--- src/rtl/keyb_scan_fifo.sv ---
// rtl/keyb_scan_fifo.sv - matrix keypad scanner, debouncer and press/release event FIFO (optional auto-repeat: KEYB_REPEAT_EN)
module keyb_scan_fifo #(
  parameter int ROWS       = 4,
  parameter int COLS       = 4,
  parameter int SCAN_DIV   = 1000,
  parameter int DEB_CNT    = 50000,
  parameter int FIFO_DEPTH = 4,
  parameter int REP_DELAY  = 25000000,
  parameter int REP_RATE   = 5000000,
  localparam int KW        = $clog2(ROWS * COLS)
) (
  input  logic            clk,
  input  logic            reset,
  output logic [COLS-1:0] cols,
  input  logic [ROWS-1:0] rows,
  output logic            key_valid,
  input  logic            key_ready,
  output logic [KW-1:0]   key_code,
  output logic            key_press,
  output logic            any_btn,
  output logic            overflow,
  input  logic            clr_ovf
);

  localparam int CW = $clog2(COLS);
  localparam int RW = $clog2(ROWS);
  localparam int DW = $clog2(SCAN_DIV);
  localparam int NW = $clog2(DEB_CNT + 1);
  localparam int AW = $clog2(FIFO_DEPTH);

  typedef enum logic [1:0] {SCAN, DEB_PRESS, HELD, DEB_REL} state_e;

  state_e          state_q, state_d;
  logic [ROWS-1:0] rows_m_q, rows_s_q;
  logic            run_q;
  logic [CW-1:0]   col_q, col_d, next_col;
  logic [DW-1:0]   div_q, div_d;
  logic [NW-1:0]   cnt_q, cnt_d, cnt_inc;
  logic [ROWS-1:0] pat_q, pat_d;
  logic [KW-1:0]   code_q, code_d;
  logic [RW-1:0]   row_idx;
  logic            one_hot;
  logic            push, push_press;

  logic [KW:0]     mem_q [FIFO_DEPTH];
  logic [AW-1:0]   wr_q, rd_q;
  logic [AW:0]     count_q;
  logic            ovf_q;
  logic            full, pop, do_write, drop;
  logic [KW:0]     head;

`ifdef KEYB_REPEAT_EN
  localparam int PW = $clog2((REP_DELAY > REP_RATE ? REP_DELAY : REP_RATE) + 1);
  logic [PW-1:0]   rep_q, rep_d;
  logic            rep_first_q, rep_first_d;
`endif

  assign cols     = run_q ? (COLS'(1) << col_q) : '0;
  assign any_btn  = |rows_s_q;
  assign one_hot  = (rows_s_q != '0) && ((rows_s_q & (rows_s_q - ROWS'(1))) == '0);
  assign next_col = (col_q == CW'(COLS - 1)) ? '0 : col_q + CW'(1);
  assign cnt_inc  = cnt_q + NW'(1);

  // Index of the (single) active row in the synchronised return lines
  always_comb begin
    row_idx = '0;
    for (int r = 0; r < ROWS; r++) begin
      if (rows_s_q[r]) row_idx = RW'(r);
    end
  end

  // Scan / debounce FSM next-state and event generation
  always_comb begin
    state_d    = state_q;
    col_d      = col_q;
    div_d      = div_q;
    cnt_d      = cnt_q;
    pat_d      = pat_q;
    code_d     = code_q;
    push       = 1'b0;
    push_press = 1'b0;
`ifdef KEYB_REPEAT_EN
    rep_d       = rep_q;
    rep_first_d = rep_first_q;
`endif
    unique case (state_q)
      SCAN: begin
        if (run_q) begin
          if (div_q == DW'(SCAN_DIV - 1)) begin
            div_d = '0;
            if (one_hot) begin
              pat_d   = rows_s_q;
              code_d  = KW'(col_q) * KW'(ROWS) + KW'(row_idx);
              cnt_d   = '0;
              state_d = DEB_PRESS;
            end else begin
              col_d = next_col;
            end
          end else begin
            div_d = div_q + DW'(1);
          end
        end
      end
      DEB_PRESS: begin
        if (rows_s_q != pat_q) begin
          state_d = SCAN;
          col_d   = next_col;
          div_d   = '0;
          cnt_d   = '0;
        end else if (cnt_inc == NW'(DEB_CNT)) begin
          push       = 1'b1;
          push_press = 1'b1;
          state_d    = HELD;
          cnt_d      = '0;
`ifdef KEYB_REPEAT_EN
          rep_d       = '0;
          rep_first_d = 1'b1;
`endif
        end else begin
          cnt_d = cnt_inc;
        end
      end
      HELD: begin
        if (rows_s_q == '0) begin
          state_d = DEB_REL;
          cnt_d   = '0;
`ifdef KEYB_REPEAT_EN
          rep_d       = '0;
          rep_first_d = 1'b1;
        end else if ((rep_first_q && (rep_q + PW'(1) == PW'(REP_DELAY))) ||
                     (!rep_first_q && (rep_q + PW'(1) == PW'(REP_RATE)))) begin
          push        = 1'b1;
          push_press  = 1'b1;
          rep_d       = '0;
          rep_first_d = 1'b0;
        end else begin
          rep_d = rep_q + PW'(1);
`endif
        end
      end
      DEB_REL: begin
        if (rows_s_q != '0) begin
          state_d = HELD;
        end else if (cnt_inc == NW'(DEB_CNT)) begin
          push    = 1'b1;
          state_d = SCAN;
          col_d   = next_col;
          div_d   = '0;
          cnt_d   = '0;
        end else begin
          cnt_d = cnt_inc;
        end
      end
      default: state_d = SCAN;
    endcase
  end

  // Row synchroniser and FSM/scan state registers
  always_ff @(posedge clk or posedge reset) begin
    if (reset) begin
      rows_m_q <= '0;
      rows_s_q <= '0;
      run_q    <= 1'b0;
      state_q  <= SCAN;
      col_q    <= '0;
      div_q    <= '0;
      cnt_q    <= '0;
      pat_q    <= '0;
      code_q   <= '0;
    end else begin
      rows_m_q <= rows;
      rows_s_q <= rows_m_q;
      run_q    <= 1'b1;
      state_q  <= state_d;
      col_q    <= col_d;
      div_q    <= div_d;
      cnt_q    <= cnt_d;
      pat_q    <= pat_d;
      code_q   <= code_d;
    end
  end

`ifdef KEYB_REPEAT_EN
  // Auto-repeat timer, only counts while the key is held
  always_ff @(posedge clk or posedge reset) begin
    if (reset) begin
      rep_q       <= '0;
      rep_first_q <= 1'b1;
    end else begin
      rep_q       <= rep_d;
      rep_first_q <= rep_first_d;
    end
  end
`endif

  // Event FIFO: a full FIFO still accepts a push when the head is popped in the same cycle
  assign key_valid = (count_q != '0);
  assign full      = (count_q == (AW + 1)'(FIFO_DEPTH));
  assign pop       = key_valid && key_ready;
  assign do_write  = push && (!full || pop);
  assign drop      = push && full && !pop;
  assign head      = mem_q[rd_q];
  assign key_press = key_valid & head[KW];
  assign key_code  = key_valid ? head[KW-1:0] : '0;
  assign overflow  = ovf_q;

  // FIFO storage, no reset needed since reads are gated by key_valid
  always_ff @(posedge clk) begin
    if (do_write) mem_q[wr_q] <= {push_press, code_q};
  end

  // FIFO pointers, occupancy and sticky overflow (a drop wins over clr_ovf)
  always_ff @(posedge clk or posedge reset) begin
    if (reset) begin
      wr_q    <= '0;
      rd_q    <= '0;
      count_q <= '0;
      ovf_q   <= 1'b0;
    end else begin
      if (do_write) wr_q <= wr_q + AW'(1);
      if (pop)      rd_q <= rd_q + AW'(1);
      case ({do_write, pop})
        2'b10:   count_q <= count_q + (AW + 1)'(1);
        2'b01:   count_q <= count_q - (AW + 1)'(1);
        default: count_q <= count_q;
      endcase
      if (drop)         ovf_q <= 1'b1;
      else if (clr_ovf) ovf_q <= 1'b0;
    end
  end

endmodule
--- config.mk ---
export PLATFORM = sky130hd
export DESIGN_NAME = keyb_scan_fifo
export DESIGN_NICKNAME = d
export VERILOG_FILES = /design/src/rtl/keyb_scan_fifo.sv
export SDC_FILE = /design/constraint.sdc
export NUM_CORES = 1
export LEC_CHECK = 0
export CAP_MARGIN = 15
export CORE_MARGIN = 4
export CORE_UTILIZATION = 53
export DETAILED_ROUTE_END_ITERATION = 6
export MAX_ROUTING_LAYER = met4
export PLACE_DENSITY = 0.74
export SLEW_MARGIN = 20
export SYNTH_ARGS = -nofsm -noshare
export SYNTH_HDL_FRONTEND = slang
export SYNTH_SLANG_ARGS = --single-unit
export TNS_END_PERCENT = 50
--- constraint.sdc ---
create_clock -name clk -period 3.15 [get_ports clk]
set_input_delay 0.315 -clock clk [delete_from_list [all_inputs] [get_ports clk]]
set_output_delay 0.315 -clock clk [all_outputs]
set_load 0.02 [all_outputs]
# Word-level counts from Yosys, hierarchy flattened
# Memory sizes are Yosys's and may differ from the RTL's.
# Cells that the tools add are included.
[word_totals]
register_bits = 55
latch_bits = 0
ramBits = 20
romBits = 0
in_bits = 8
out_inout_bits = 12
wordCells = 114
mem_count = 1
[memory_table]
columns = ["name", "depth", "word_bits", "rd", "rd_clocked_by_memory_dff", "wr", "line_no", "text"]
rows = [
  ["mem_q", 4, 5, 1, 0, 1, "45", "logic [KW:0] mem_q [FIFO_DEPTH];"],
]
[op_classes]
n_addsub = 9
multipliers = 0
div_mod_pow = 0
order_cmp = 0
eq_ne = 20
shift = 1
n_mux = 46
bitwise_logic = 2
reduce_logical = 22
[op_table]
columns = ["op", "n"]
rows = [
  ["$mux 16", 7],
  ["$pmux 16 s4", 1],
  ["$mux 10", 5],
  ["$mux 2", 17],
  ["$pmux 10 s3", 1],
  ["$add 16x1->16 const B", 1],
  ["$eq 16x16->1 const B", 1],
  ["$ne 2x2->1 const B", 8],
  ["$add 10x1->10 const B", 1],
  ["$eq 10x10->1 const B", 1],
  ["$reduce_and 5->1", 2],
  ["$mux 1", 9],
  ["$eq 2x2->1 const B", 4],
  ["$logic_not 4->1", 2],
  ["$mux 4", 2],
  ["$pmux 2 s4", 1],
  ["$reduce_and 7->1", 1],
  ["$add 2x1->2 const B", 3],
  ["$ne 3x3->1 const B", 2],
  ["$pmux 2 s3", 1],
  ["$pmux 3 s2", 1],
  ["$reduce_and 6->1", 1],
  ["$reduce_bool 3->1", 2],
  ["$logic_and 1x1->1", 5],
  ["other kinds (18)", 21],
]

# Depth between registers and ports, before layout
[logic_depth]
depth_word = 8
ltp_mapped = 13
mapped_depth_nobuf = 12

# Worst setup path after synthesis
# OpenSTA, ideal clock, no wires.
[synth_timing]
path_kind = "register to register"
start = "reg cnt_q[0]"
end = "reg count_q[2]"
setup_ns = 0.128
arrival_ns = 2.859
required_ns = 3.022
slack_ns = 0.163
path_stages_with_launch = 13
n_path_buf = 1
synth_period_minus_slack_ns = 2.987
cell_sequence = "dfrtp_1 ha_1 inv_1 or4b_4 nor4_4 nand2_1 and4bb_1 buf_4 nor2_1 fa_1 nand2b_1 o21ai_0 o22ai_1"
[synth_between]
elab_chain_len = 8
word_cells_on_any_way = 11
cone_classes = "1 x add/sub; 3 x eq/ne; 5 x mux; 2 x reduce/logical"
[synth_lines]
columns = ["element", "line_no", "text"]
rows = [
  ["from (decl)", "38", "logic [NW-1:0] cnt_q, cnt_d, cnt_inc;"],
  ["from (signal assigned)", "177", "cnt_q <= cnt_d;"],
  ["$add 16x1->16 *", "62", "assign cnt_inc = cnt_q + NW'(1);"],
  ["$eq 16x16->1 *", "110, 144", ""],
  ["$mux 1 *", "110, 144", ""],
  ["$mux 1 (on tied branches)", "142, 105", ""],
  ["$pmux 1 s2 *", "86", "unique case (state_q)"],
  ["$logic_and 1x1->1 *", "200", "assign do_write = push && (!full || pop);"],
  ["$eq 2x1->1 / $eq 2x2->1 (equally long branches)", "222", "case ({do_write, pop})"],
  ["$pmux 3 s2 / $reduce_bool 2->1 (equally long branches)", "-", ""],
  ["to (signal assigned)", "223", "2'b10: count_q <= count_q + (AW + 1)'(1);"],
  ["to (signal assigned)", "224", "2'b01: count_q <= count_q - (AW + 1)'(1);"],
  ["to (signal assigned)", "225", "default: count_q <= count_q;"],
  ["to (decl)", "47", "logic [AW:0] count_q;"],
]
# Every way passes the cells marked *; elsewhere a longest branch is shown, timed or not.
# A chain may end at the register's enable or synchronous reset.

# Worst setup path after layout
# Same ends and word-level chain as after synthesis.

==> results.md <==
- Mean area per synthesized cell: 11.05 um^2
- Area contributors post-synth: sky130_fd_sc_hd__dfrtp_1, sky130_fd_sc_hd__edfxtp_1, sky130_fd_sc_hd__ha_1
- Number of max-cap violations: 0
- X dimension of the die: 94.41 um
- Count of yosys warnings during synthesis: 0
- Seq/Total Area, Yosys: about half
- Detailed-route vias per instance: about 5.6
- Number of top-level design ports: 20
- Largest buffer count on any clock path: 2
- Top_reg_cell synth: sky130_fd_sc_hd__dfrtp_1
- Buf/Inv on CP: 1
- Last weighted congestion value of the routability-driven placer: around 0.9
- Root Buffer Master: sky130_fd_sc_hd__clkbuf_8
- # diodes: 0
- HPWL after DPL: around 5.1 mm
- Deepest level of the CTS H-tree: 3
- Critical path peak fanout: 6
- Clk sinks: 75
- Wire length after detailed routing: just over 7 mm
- Period Utilization, post-route: 95.08%
- Number of DRC violations after detailed-routing iteration 0: roughly 170
- Initial core utilization: between 50% and 60%
- Static leakage: 1.856 nW
- Cell area after technology mapping: 3958 um^2
- Hold/Removal Path Class: input pin to asynchronous set/reset pin
- First-pass iteration count of the detailed router: 4
- Fin crit period: 2995 ps
- Number of global-route vias before repair: 2,666
- Number of hold-slack violations in the final timing report: 0
- Filler Cells Inserted: 602
- Share of Yosys cell area claimed by the top area cell type: a little over a third
- Achievable clock frequency: 333.9 MHz
- Skew final: between 10 and 15 ps
- Clock insertion delay at the later pin of the skew report: 360 ps
- Leading post-synthesis cells by instance count: sky130_fd_sc_hd__dfrtp_1, sky130_fd_sc_hd__nand2_1, sky130_fd_sc_hd__nor2_1, sky130_fd_sc_hd__edfxtp_1
- TritonCTS clock tree: built
- Run status: complete, no violations
- Clock-pin transition on the worst setup and hold timing paths: 80 ps
- Num CTS Buffers: 9
- Headroom to the max-slew limit: ~54%
- Inst Count DP: 470
- Number of setup violations in the final report: 0
- Global route overflow: 0
- Slowest stage cell on the critical path: sky130_fd_sc_hd__or4b_4
- Antenna violations before repair: 0
- Ordered cell list for the critical path: ha_2 > inv_1 > or4b_4 > nor4_4 > nand2_1 > and4bb_1 > nor2_1 > fa_1 > nand2b_1 > o21ai_0 > o22ai_1
- Library cell with the largest summed area after synthesis: sky130_fd_sc_hd__dfrtp_1
- Post-CTS Hold Fix Bufs: 0
- Cell row count: 31
- Antenna Nets Post-Route: 0
- Fraction of final layout cells with drive strength greater than 1: 14.21%
- Req. time, crit path: ~3400 ps
- Synthesized flop and latch total: 75
- PwrDens: just under 500 nW/um^2
- Pin count of the biggest net entering global routing: 43
- Total count of max-transition violations in the final report: 0
- Overall track demand over capacity in global routing: ~19%
- Worst stage delay on the critical path: 510 ps
- Final TNS setup: 0 ps
- Die Ht: 94.41 um
- CP Class: flop to flop
- Total core area: approximately 7300 um^2
- Number of synthesized flops with an enable pin: 20
- Post-DR wirelength/cell: 14.91 um
- Number of design rule violations left after detail routing: 0
- NumNets Final: 401
- First-pass GRT wire length: around 13 mm
- Crit-path leading delay family: simple AND/OR/NAND/NOR gates
- Critical Path Sink Type: flop
- Number of vias in the routed layout: between 2,000 and 3,000
- Unrepaired setup endpoints after global routing: false
- Die outline area: about 8900 um^2
- Async S/R FF share, synth: between 70% and 80%
- Synth-to-Final Area Change: 11.60%
- Actual slew at the worst max-slew pin: 682.3 ps
- Most common cell in the synthesized netlist: sky130_fd_sc_hd__dfrtp_1
- Endpoint arrival time on the critical path: 3240 ps
- Startpoint kind of the worst setup timing path: flop
- Number of standard cells in the layout, taps in and fillers out: 486
- Number of library cell types mapped by synthesis: 64
- Count of port buffers added during placement: 19
- Peak supply drop: between 300 and 400 uV
- Syn Inst Count: 358
- Mapped Nets: 377
registers in the layout, summed over array words and instances (netlist names), 2 cells and up:
signal    flops
cnt_q        16
code_q        4
col_q         2
count_q       3
div_q        10
mem_q        20
pat_q         4
rd_q          2
rows_m_q      4
rows_s_q      4
state_q       2
wr_q          2
cell usage in the layout, fill, tap and decap left out, types with 3 or more instances in the layout:
master / count
sky130_fd_sc_hd__dfrtp_1: 55
sky130_fd_sc_hd__nand2_1: 32
sky130_fd_sc_hd__nor2_1: 22
sky130_fd_sc_hd__edfxtp_1: 20
sky130_fd_sc_hd__clkdlybuf4s50_1: 19
sky130_fd_sc_hd__a21oi_1: 16
sky130_fd_sc_hd__o21ai_0: 16
sky130_fd_sc_hd__nand3_1: 16
sky130_fd_sc_hd__and2_1: 16
sky130_fd_sc_hd__inv_1: 12
sky130_fd_sc_hd__xnor2_1: 11
sky130_fd_sc_hd__a31oi_1: 11
sky130_fd_sc_hd__ha_1: 9
sky130_fd_sc_hd__clkbuf_8: 9
sky130_fd_sc_hd__and3_1: 8
sky130_fd_sc_hd__or3_1: 7
sky130_fd_sc_hd__buf_4: 7
sky130_fd_sc_hd__mux2_2: 6
sky130_fd_sc_hd__a22o_1: 6
sky130_fd_sc_hd__mux2i_1: 6
sky130_fd_sc_hd__mux4_2: 5
sky130_fd_sc_hd__nor3_1: 4
sky130_fd_sc_hd__nand2b_1: 4
sky130_fd_sc_hd__nand4_1: 3
sky130_fd_sc_hd__nand4b_1: 3
sky130_fd_sc_hd__a211oi_1: 3
sky130_fd_sc_hd__nor2b_1: 3
sky130_fd_sc_hd__nor4_4: 3
sky130_fd_sc_hd__or2_2: 3
sky130_fd_sc_hd__a21boi_0: 3
sky130_fd_sc_hd__mux2_1: 3
sky130_fd_sc_hd__clkinvlp_4: 3
logic make-up after synthesis:
| logic type | share of synthesized area [%] |
|---|---|
| DFF | 49.95 |
| AOI/OAI and AO/OA | 12.08 |
| adders and majority gates | 3.667 |
| xor gates and xnor gates | 2.877 |
| other | 0.09476 |
| and+or+nand+nor | 21.12 |
| buffers and inverters | 3.288 |
| muxes | 6.924 |
through the flow:
step | total power, mW | setup slack [ps] | util [%] | hold slack (ps) | instance area (um^2)
after floorplan | 1.421 | 163.4 | - | 331.2 | 3958
after global placement | 1.492 | 261.0 | 58.50 | 334.2 | 4243
after detailed placement | 1.510 | 122.7 | 58.50 | 337.1 | 4243
after CTS | 2.172 | 109.4 | 60.86 | 200.6 | 4414
after global routing | 2.270 | 25.47 | 60.89 | 236.2 | 4417
final | 2.142 | 155.1 | 60.89 | 207.5 | 4417
area by class of cell:
type                    instances  area [um^2]  share of cell area [%]
clock buffers                  11        131.4                   2.975
well taps                      99        123.9                   2.805
clock inverters                 5        40.04                  0.9065
flip-flops and latches         75         1977                   44.76
repair buffers                 26        242.7                   5.496
inverters                      13        48.80                   1.105
multi-input cells             257         1853                   41.95
worst register-to-register path, cell delays in order, from the launching register on:
cell	delay (ps)
sky130_fd_sc_hd__dfrtp_1	370
sky130_fd_sc_hd__ha_2	240
sky130_fd_sc_hd__inv_1	100
sky130_fd_sc_hd__or4b_4	510
sky130_fd_sc_hd__nor4_4	310
sky130_fd_sc_hd__nand2_1	150
sky130_fd_sc_hd__and4bb_1	290
sky130_fd_sc_hd__nor2_1	60
sky130_fd_sc_hd__fa_1	400
sky130_fd_sc_hd__nand2b_1	180
sky130_fd_sc_hd__o21ai_0	190
sky130_fd_sc_hd__o22ai_1	100
final timing paths:
path / from / endpoint / slack [ps] / depth (start not counted)
setup reg to reg: cnt_q[0]$_DFFE_PP0P_ / count_q[2]$_DFFE_PP0P_ / 160 / 11
hold / removal: reset / col_q[0]$_DFFE_PP0P_ / 210 / 2
hold reg to reg: rows_m_q[2]$_DFF_PP0_ / rows_s_q[2]$_DFF_PP0_ / 350 / 0
max in group asynchronous: reset / cnt_q[0]$_DFFE_PP0P_ / 2120 / 3
min in group clk: rows_m_q[2]$_DFF_PP0_ / rows_s_q[2]$_DFF_PP0_ / 350 / 0
setup / recovery: cnt_q[0]$_DFFE_PP0P_ / count_q[2]$_DFFE_PP0P_ / 160 / 11
metal layers:
metal	vias up	global-route usage [%]	wire (um)
met1	1308	25.20	3427
met2	48	27.66	3421
met3	8	4.382	297
met4	0	6.378	101
met5	-	-	0
li1	1354	-	-
power by group:
part	total (mW)	switching, mW	leakage [nW]	internal [mW]
registers	1.18	0.112	0.958	1.07
logic	0.305	0.140	0.822	0.165
clock network	0.657	0.366	0.0762	0.290
total	2.14	0.619	1.86	1.52
timing repair:
action / 4_1_cts / 5_1_grt
endpoints found under the setup margin: 0 / 1
setup buffers: 0 / 0
gates resized for setup: 0 / 1
No activity file was read; power rests on OpenSTA's default activity.
